**src/rtl/apb_lb_pkg.sv**
```systemverilog
// Shared definitions for the APB to local-bus bridge: FSM state encoding and
// the read value returned when a local-bus access times out.
package apb_lb_pkg;

  typedef enum logic [1:0] {
    IDLE = 2'd0,
    WR   = 2'd1,
    RD   = 2'd2,
    DONE = 2'd3
  } state_t;

  localparam logic [31:0] ERR_RDATA = 32'hDEADBEEF;

endpackage

```
**src/rtl/apb_lb_bridge.sv**
```systemverilog
// APB completer that forwards each access to a simple local bus and returns a
// registered pready/prdata/pslverr. Define APB_LB_BRIDGE_TIMEOUT_EN to bound local-bus waits.
module apb_lb_bridge
  import apb_lb_pkg::*;
#(
  parameter int ADDR_W      = 12,
  parameter int DATA_W      = 32,
  parameter int TIMEOUT_CYC = 255
) (
  input  logic                  clk,
  input  logic                  rst,
  input  logic                  psel,
  input  logic                  penable,
  input  logic                  pwrite,
  input  logic [ADDR_W-1:0]     paddr,
  input  logic [DATA_W-1:0]     pwdata,
  input  logic [DATA_W/8-1:0]   pstrb,
  output logic                  pready,
  output logic [DATA_W-1:0]     prdata,
  output logic                  pslverr,
  output logic [ADDR_W-1:0]     lb_waddr,
  output logic [DATA_W-1:0]     lb_wdata,
  output logic [DATA_W/8-1:0]   lb_wstrb,
  output logic                  lb_wen,
  input  logic                  lb_wready,
  output logic [ADDR_W-1:0]     lb_raddr,
  output logic                  lb_ren,
  input  logic [DATA_W-1:0]     lb_rdata,
  input  logic                  lb_rvalid
);

  if (TIMEOUT_CYC < 1) begin : g_bad_timeout
    $error("TIMEOUT_CYC must be at least 1");
  end

  state_t            state, state_nx;
  logic              cap_en;
  logic [DATA_W-1:0] cap_data;
  logic              pready_q;
  logic [DATA_W-1:0] prdata_q;

  // APB holds address/data stable for the whole access, so no local copies are kept.
  assign lb_waddr = paddr;
  assign lb_raddr = paddr;
  assign lb_wdata = pwdata;
  assign lb_wstrb = pstrb;

`ifdef APB_LB_BRIDGE_TIMEOUT_EN
  localparam int CNT_W = $clog2(TIMEOUT_CYC + 1);

  logic [CNT_W-1:0] wait_cnt;
  logic             timeout;
  logic             err_set;
  logic             pslverr_q;

  // Counts cycles spent in WR/RD; timeout flags the last permitted wait cycle.
  always_ff @(posedge clk) begin
    if (rst || (state != WR && state != RD)) wait_cnt <= '0;
    else                                     wait_cnt <= wait_cnt + 1'b1;
  end

  assign timeout = (wait_cnt == CNT_W'(TIMEOUT_CYC - 1));

  always_ff @(posedge clk) begin
    if (rst) pslverr_q <= 1'b0;
    else     pslverr_q <= err_set;
  end

  assign pslverr = pslverr_q;
`else
  assign pslverr = 1'b0;
`endif

  always_ff @(posedge clk) begin
    if (rst) state <= IDLE;
    else     state <= state_nx;
  end

  always_comb begin
    state_nx = state;
    lb_wen   = 1'b0;
    lb_ren   = 1'b0;
    cap_en   = 1'b0;
    cap_data = lb_rdata;
`ifdef APB_LB_BRIDGE_TIMEOUT_EN
    err_set  = 1'b0;
`endif
    case (state)
      IDLE: begin
        if (psel && penable) state_nx = pwrite ? WR : RD;
      end
      WR: begin
        lb_wen = 1'b1;
        if (!psel)          state_nx = IDLE;
        else if (lb_wready) state_nx = DONE;
`ifdef APB_LB_BRIDGE_TIMEOUT_EN
        else if (timeout) begin
          state_nx = DONE;
          err_set  = 1'b1;
        end
`endif
      end
      RD: begin
        lb_ren = 1'b1;
        if (!psel) state_nx = IDLE;
        else if (lb_rvalid) begin
          state_nx = DONE;
          cap_en   = 1'b1;
        end
`ifdef APB_LB_BRIDGE_TIMEOUT_EN
        else if (timeout) begin
          state_nx = DONE;
          err_set  = 1'b1;
          cap_en   = 1'b1;
          cap_data = DATA_W'(ERR_RDATA);
        end
`endif
      end
      DONE:    state_nx = IDLE;
      default: state_nx = IDLE;
    endcase
  end

  // pready is high exactly for the DONE cycle; prdata only changes on read completion.
  always_ff @(posedge clk) begin
    if (rst) begin
      pready_q <= 1'b0;
      prdata_q <= '0;
    end else begin
      pready_q <= (state_nx == DONE);
      if (cap_en) prdata_q <= cap_data;
    end
  end

  assign pready = pready_q;
  assign prdata = prdata_q;

endmodule

```
**config.mk**
```make
export PLATFORM = sky130hd
export DESIGN_NAME = apb_lb_bridge
export DESIGN_NICKNAME = d
export VERILOG_FILES = /design/src/rtl/apb_lb_pkg.sv /design/src/rtl/apb_lb_bridge.sv
export SDC_FILE = /design/constraint.sdc
export NUM_CORES = 1
export LEC_CHECK = 0
export CAP_MARGIN = 40
export CORE_ASPECT_RATIO = 1.25
export CORE_MARGIN = 4
export CORE_UTILIZATION = 29
export CTS_BUF_LIST = sky130_fd_sc_hd__clkbuf_16
export CTS_CLUSTER_DIAMETER = 100
export DETAILED_ROUTE_END_ITERATION = 10
export HOLD_SLACK_MARGIN = 0.03
export PLACE_DENSITY = 0.9
export SYNTH_ARGS = -nofsm -noshare
export SYNTH_HDL_FRONTEND = slang
export SYNTH_SLANG_ARGS = --single-unit
```
**constraint.sdc**
```tcl
create_clock -name clk -period 1.8 [get_ports clk]
set_clock_uncertainty 0.1 [all_clocks]
set_input_delay 0.18 -clock clk [delete_from_list [all_inputs] [get_ports clk]]
set_output_delay 0.18 -clock clk [all_outputs]
set_load 0.05 [all_outputs]
```
Yosys cells after proc, flatten, opt, wreduce, memory -nomap -nowiden
Cells that the tools add are included.
{"block": "totals", "mem_bits_ro": 0, "ff_bits": 35, "inputBits": 87, "n_memories": 0, "latchBits": 0, "ramBits": 0, "output_inout_bits": 96}
{"block": "classes", "n_bitwise": 0, "order_cmp": 0, "n_reduce_logical": 2, "shifts": 0, "addsub": 0, "n_eq_ne": 4, "mux": 12, "n_div": 0, "multipliers": 0}
{"op": "$mux 2", "n": 6}
{"op": "$pmux 2 s4", "n": 1}
{"op": "$eq 2x2->1 const B", "n": 3}
{"op": "$mux 1", "n": 5}
{"op": "$eq 2x1->1 const B", "n": 1}
{"op": "$logic_not 2->1", "n": 1}
{"op": "$logic_and 1x1->1", "n": 1}

Logic depth before layout (Yosys ltp)
{"block": "depth", "depth_word": 4, "depth_mapped": 5, "ltp_nobuf": 3}

Worst setup path after synthesis
OpenSTA, ideal clock, no wires.
{"block": "synth_path", "path_kind": "register to register", "startpoint": "register state[1]", "endpoint": "register pready_q, in the netlist pready", "t_required_ps": 1630, "t_arrival_ps": 1404, "synth_period_minus_slack_ps": 1574, "setup_time_ps": 70, "n_path_buf": 0, "path_stages_with_launch": 4, "slack_ps": 226, "cell_sequence": "dfxtp_1 -> nor2b_1 -> nand2_1 -> a21oi_1"}
{"block": "synth_between", "elab_chain_len": 4, "elab_cells_between_ends": 11, "cone_classes": "4 x eq/ne; 6 x mux; 1 x reduce/logical"}
{"element": "from (decl)", "line": "apb_lb_bridge.sv:36", "source": "state_t state, state_nx;"}
{"element": "from (signal assigned)", "line": "apb_lb_bridge.sv:76", "source": "else state <= state_nx;"}
{"element": "$mux 2 (on tied branches)", "line": "apb_lb_bridge.sv:106, apb_lb_bridge.sv:95"}
{"element": "$mux 2 (on tied branches)", "line": "apb_lb_bridge.sv:105, apb_lb_bridge.sv:94"}
{"element": "$pmux 2 s4 *", "line": "apb_lb_bridge.sv:88", "source": "case (state)"}
{"element": "$eq 2x2->1 *", "line": "apb_lb_bridge.sv:130", "source": "pready_q <= (state_nx == DONE);"}
{"element": "to (signal assigned)", "line": "apb_lb_bridge.sv:130"}
{"element": "to (decl)", "line": "apb_lb_bridge.sv:39", "source": "logic pready_q;"}
Every way passes the cells marked *; elsewhere a longest branch is shown, timed or not.
A chain may end at the register's enable or synchronous reset.

Worst setup path in the final report
{"block": "layout_path", "startpoint": "register prdata_q[14], in the netlist prdata[14]", "endpoint": "output prdata[14]"}
{"element": "from (decl)", "line": "apb_lb_bridge.sv:40", "source": "logic [DATA_W-1:0] prdata_q;"}
{"element": "from (signal assigned)", "line": "apb_lb_bridge.sv:131", "source": "if (cap_en) prdata_q <= cap_data;"}
{"element": "to (decl)", "line": "apb_lb_bridge.sv:19", "source": "output logic [DATA_W-1:0] prdata,"}
No word-level cell between the ends.

==> impl_metrics.sql <==
INSERT INTO impl_metrics (metric_group, metric, value, unit) VALUES
('outcome', 'run_status', 'finished, final reports clean', ''),
('timing', 'report.final.slew_viol_count', '0', ''),
('worst_setup_path', 'worst_path_largest_cell_delay', '0.81', 'ns'),
('placement', 'port_buffers', '73', ''),
('synthesis', 'synth-edff-count', '0', ''),
('worst_setup_path', 'crit_fanout', '2', ''),
('worst_setup_path', 'r2r_slack', '0.50', 'ns'),
('clock_network', 'tritoncts', 'done', ''),
('clock_network', 'cts-resized-gates', '0', ''),
('power_and_ir_drop', 'power_frac_comb', '9.0', '%'),
('global_route', 'grt_pass1_wl', '6100', 'um'),
('clock_network', 'cts_post_setup_buffers_inserted', '0', ''),
('worst_setup_path', 'cp-start-kind', 'register', ''),
('worst_setup_path', 'worst_path_dominant_cell_family', 'buffers and inverters', ''),
('synthesis', 'synth_nets', '305', ''),
('job', 'drv.max_cap_violation_count', '0', ''),
('power_and_ir_drop', 'power.clock.fraction', '53.3', '%'),
('floorplanning', 'die_boundary_height', '95.8', 'um'),
('min_path', 'hold_class', 'in2reg', ''),
('detailed_routing', 'routedWlPerCell', '12.7', 'um'),
('global_route', 'track_usage', '10.3', '%'),
('synthesis', 'yosys.cell_count.top_type', 'sky130_fd_sc_hd__nand2_1', ''),
('synthesis', 'count_of_different_cell_masters_after_synthesis', '17', ''),
('clock_network', 'clock_insertion_delay_worst_skew', '0.27', 'ns'),
('detailed_routing', 'via_count', '1321', ''),
('timing', 'fin_ws', '0.0890', 'ns'),
('worst_setup_path', 'worst-endpoint-required', '1.52', 'ns'),
('worst_setup_path', 'critPathKind', 'reg2out', ''),
('clock_network', 'cts.hold.buffers_added', '0', ''),
('power_and_ir_drop', 'irDropWorstVdd', '0.639', 'mV'),
('power_and_ir_drop', 'pwr_density_cell', '903', 'mW/mm^2'),
('power_and_ir_drop', 'seq_power_share', '37.8', '%'),
('synthesis', 'synth_warnings', '0', ''),
('finish', 'fill_cells', '608', ''),
('placement', 'gpl.final_weighted_congestion', '0.680', ''),
('synthesis', 'commonest_cells_post_synth', 'sky130_fd_sc_hd__nand2_1, sky130_fd_sc_hd__buf_4, sky130_fd_sc_hd__dfxtp_1, sky130_fd_sc_hd__a21oi_1, sky130_fd_sc_hd__a21oi_2', ''),
('placement', 'place.detailed.hpwl', '3050', 'um'),
('worst_setup_path', 'worst-r2r-cell-count', '4', ''),
('floorplanning', 'starting_utilization_of_the_core_area', '30.3', '%'),
('synthesis', 'synth.area.top_cells', 'sky130_fd_sc_hd__dfxtp_1, sky130_fd_sc_hd__buf_4, sky130_fd_sc_hd__nand2_1', ''),
('floorplanning', 'num_io_pins', '183', ''),
('timing', 'max_clock_freq', '0.584', 'GHz'),
('worst_setup_path', 'critical_path.reg2reg.endpoint', 'prdata[21]', ''),
('clock_network', 'cts.htree.levels', '2', ''),
('worst_setup_path', 'cp_cell_sequence', 'clkdlybuf4s50_1', ''),
('detailed_routing', 'route.final.wire_length', '4000', 'um'),
('floorplanning', 'core_area', '0.00590', 'mm^2'),
('worst_setup_path', 'critical_path_depth', '1', ''),
('worst_setup_path', 'worstSetupStartpoint', 'prdata[14]', ''),
('finish', 'areaGrowthSynthToFinish', '29.6', '%'),
('placement', 'pre_cts_ws', '0.222', 'ns'),
('worst_setup_path', 'reg2reg_from', 'state[1]', ''),
('floorplanning', 'die_width', '78.2', 'um'),
('floorplanning', 'cell_rows', '31', ''),
('global_route', 'grt_max_degree', '19', ''),
('synthesis', 'synth_async_sr_flop_share', '0', '%'),
('synthesis', 'synth_cells', '218', ''),
('worst_setup_path', 'critPathCaptureType', 'primary output', ''),
('synthesis', 'synth.cell_area', '0.00179', 'mm^2'),
('min_path', 'holdCritStartpoint', 'rst', ''),
('finish', 'antenna_diode_count', '0', ''),
('min_path', 'hold_depth', '2', ''),
('synthesis', 'netlist.area_leader.share', '39.2', '%'),
('timing', 'min_period_over_period', '95.1', '%'),
('detailed_routing', 'route.antenna.remaining_nets', '0', ''),
('global_route', 'initial_antenna_violation_count', '0', ''),
('clock_network', 'cts.path.max_buffers', '2', ''),
('synthesis', 'synth_seq_area_share', '39.2', '%'),
('detailed_routing', 'drt_iter0_markers', '21', ''),
('finish', 'layout_cells_sized_above_1', '16.4', '%'),
('synthesis', 'syn_avg_cell_area', '8.20', 'um^2');
==> metal layers <==
metal | part of all wire [%] | track usage, % | vias to the layer above | wire length [um]
li1 | - | - | 650 | -
met1 | 38 | 10.8 | 583 | 1520
met2 | 49 | 17.5 | 62 | 1960
met3 | 9.3 | 3.75 | 26 | 372
met4 | 3.6 | 7.00 | 0 | 145
met5 | 0 | 0 | - | 0
==> area by class of cell <==
cell class              instances  area share, %
well taps                      82           4.43
clock inverters                 3           2.92
flip-flops and latches         35           30.2
multi-input cells             111           24.1
repair buffers                 78           32.9
clock buffers                   5           5.40
==> placed cells by master (no fill, tap or decap) <==
master                            Yosys  layout
sky130_fd_sc_hd__a21oi_1             18      18
sky130_fd_sc_hd__a21oi_2             18      18
sky130_fd_sc_hd__and2b_1              1       1
sky130_fd_sc_hd__and4b_1              1       1
sky130_fd_sc_hd__buf_12               0       1
sky130_fd_sc_hd__buf_2                3       1
sky130_fd_sc_hd__buf_4               62       9
sky130_fd_sc_hd__bufinv_16            0       2
sky130_fd_sc_hd__clkbuf_16            0       5
sky130_fd_sc_hd__clkdlybuf4s50_1      0      67
sky130_fd_sc_hd__clkinvlp_4           0       1
sky130_fd_sc_hd__conb_1               1       1
sky130_fd_sc_hd__dfxtp_1             35      35
sky130_fd_sc_hd__nand2_1             66      66
sky130_fd_sc_hd__nand2b_1             1       1
sky130_fd_sc_hd__nand4b_1             1       1
sky130_fd_sc_hd__nor2b_1              2       2
sky130_fd_sc_hd__o21bai_1             1       1
sky130_fd_sc_hd__or2_2                1       1
==> how the worst max path moves through the flow <==
stage                  to  slack (ns)
2_1_floorplan      pready        0.23
3_3_place_gp   prdata[21]        0.30
3_5_place_dp   prdata[21]        0.22
4_1_cts        prdata[14]        0.08
5_1_grt        prdata[11]        0.04
6_report       prdata[14]        0.09
==> cell families after synthesis <==
| kind of cell | after synthesis | share of synthesized area (%) |
|---|---|---|
| flops | 35 | 39.2 |
| buf+inv | 72 | 29.6 |
| other cells | 1 | 0.210 |
| compound gates | 37 | 14.3 |
| simple gates | 73 | 16.7 |
==> registers in the layout, indices dropped and copies added (netlist names) <==
name and flops:
prdata 32, state 2, pready 1
==> through the flow <==
step / total power, mW / cell area (um^2) / util, % / instances
after floorplan: 1.24 / 1790 / - / 218
final: 2.09 / 2320 / 39.3 / 314
after global routing: 2.17 / 2320 / 39.3 / 314
after CTS: 2.12 / 2320 / 39.3 / 314
after detailed placement: 0.996 / 2120 / 36.0 / 306
after global placement: 0.995 / 2120 / 36.0 / 306
==> power groups by stage <==
| stage | registers, mW | clock network [mW] | logic [mW] |
|---|---|---|---|
| 2_1_floorplan | 0.831 | 0 | 0.413 |
| 3_3_place_gp | 0.806 | 0 | 0.188 |
| 3_5_place_dp | 0.807 | 0 | 0.189 |
| 4_1_cts | 0.790 | 1.14 | 0.190 |
| 5_1_grt | 0.791 | 1.18 | 0.200 |
| 6_report | 0.790 | 1.11 | 0.188 |
Power figures use the tool's default switching activity.
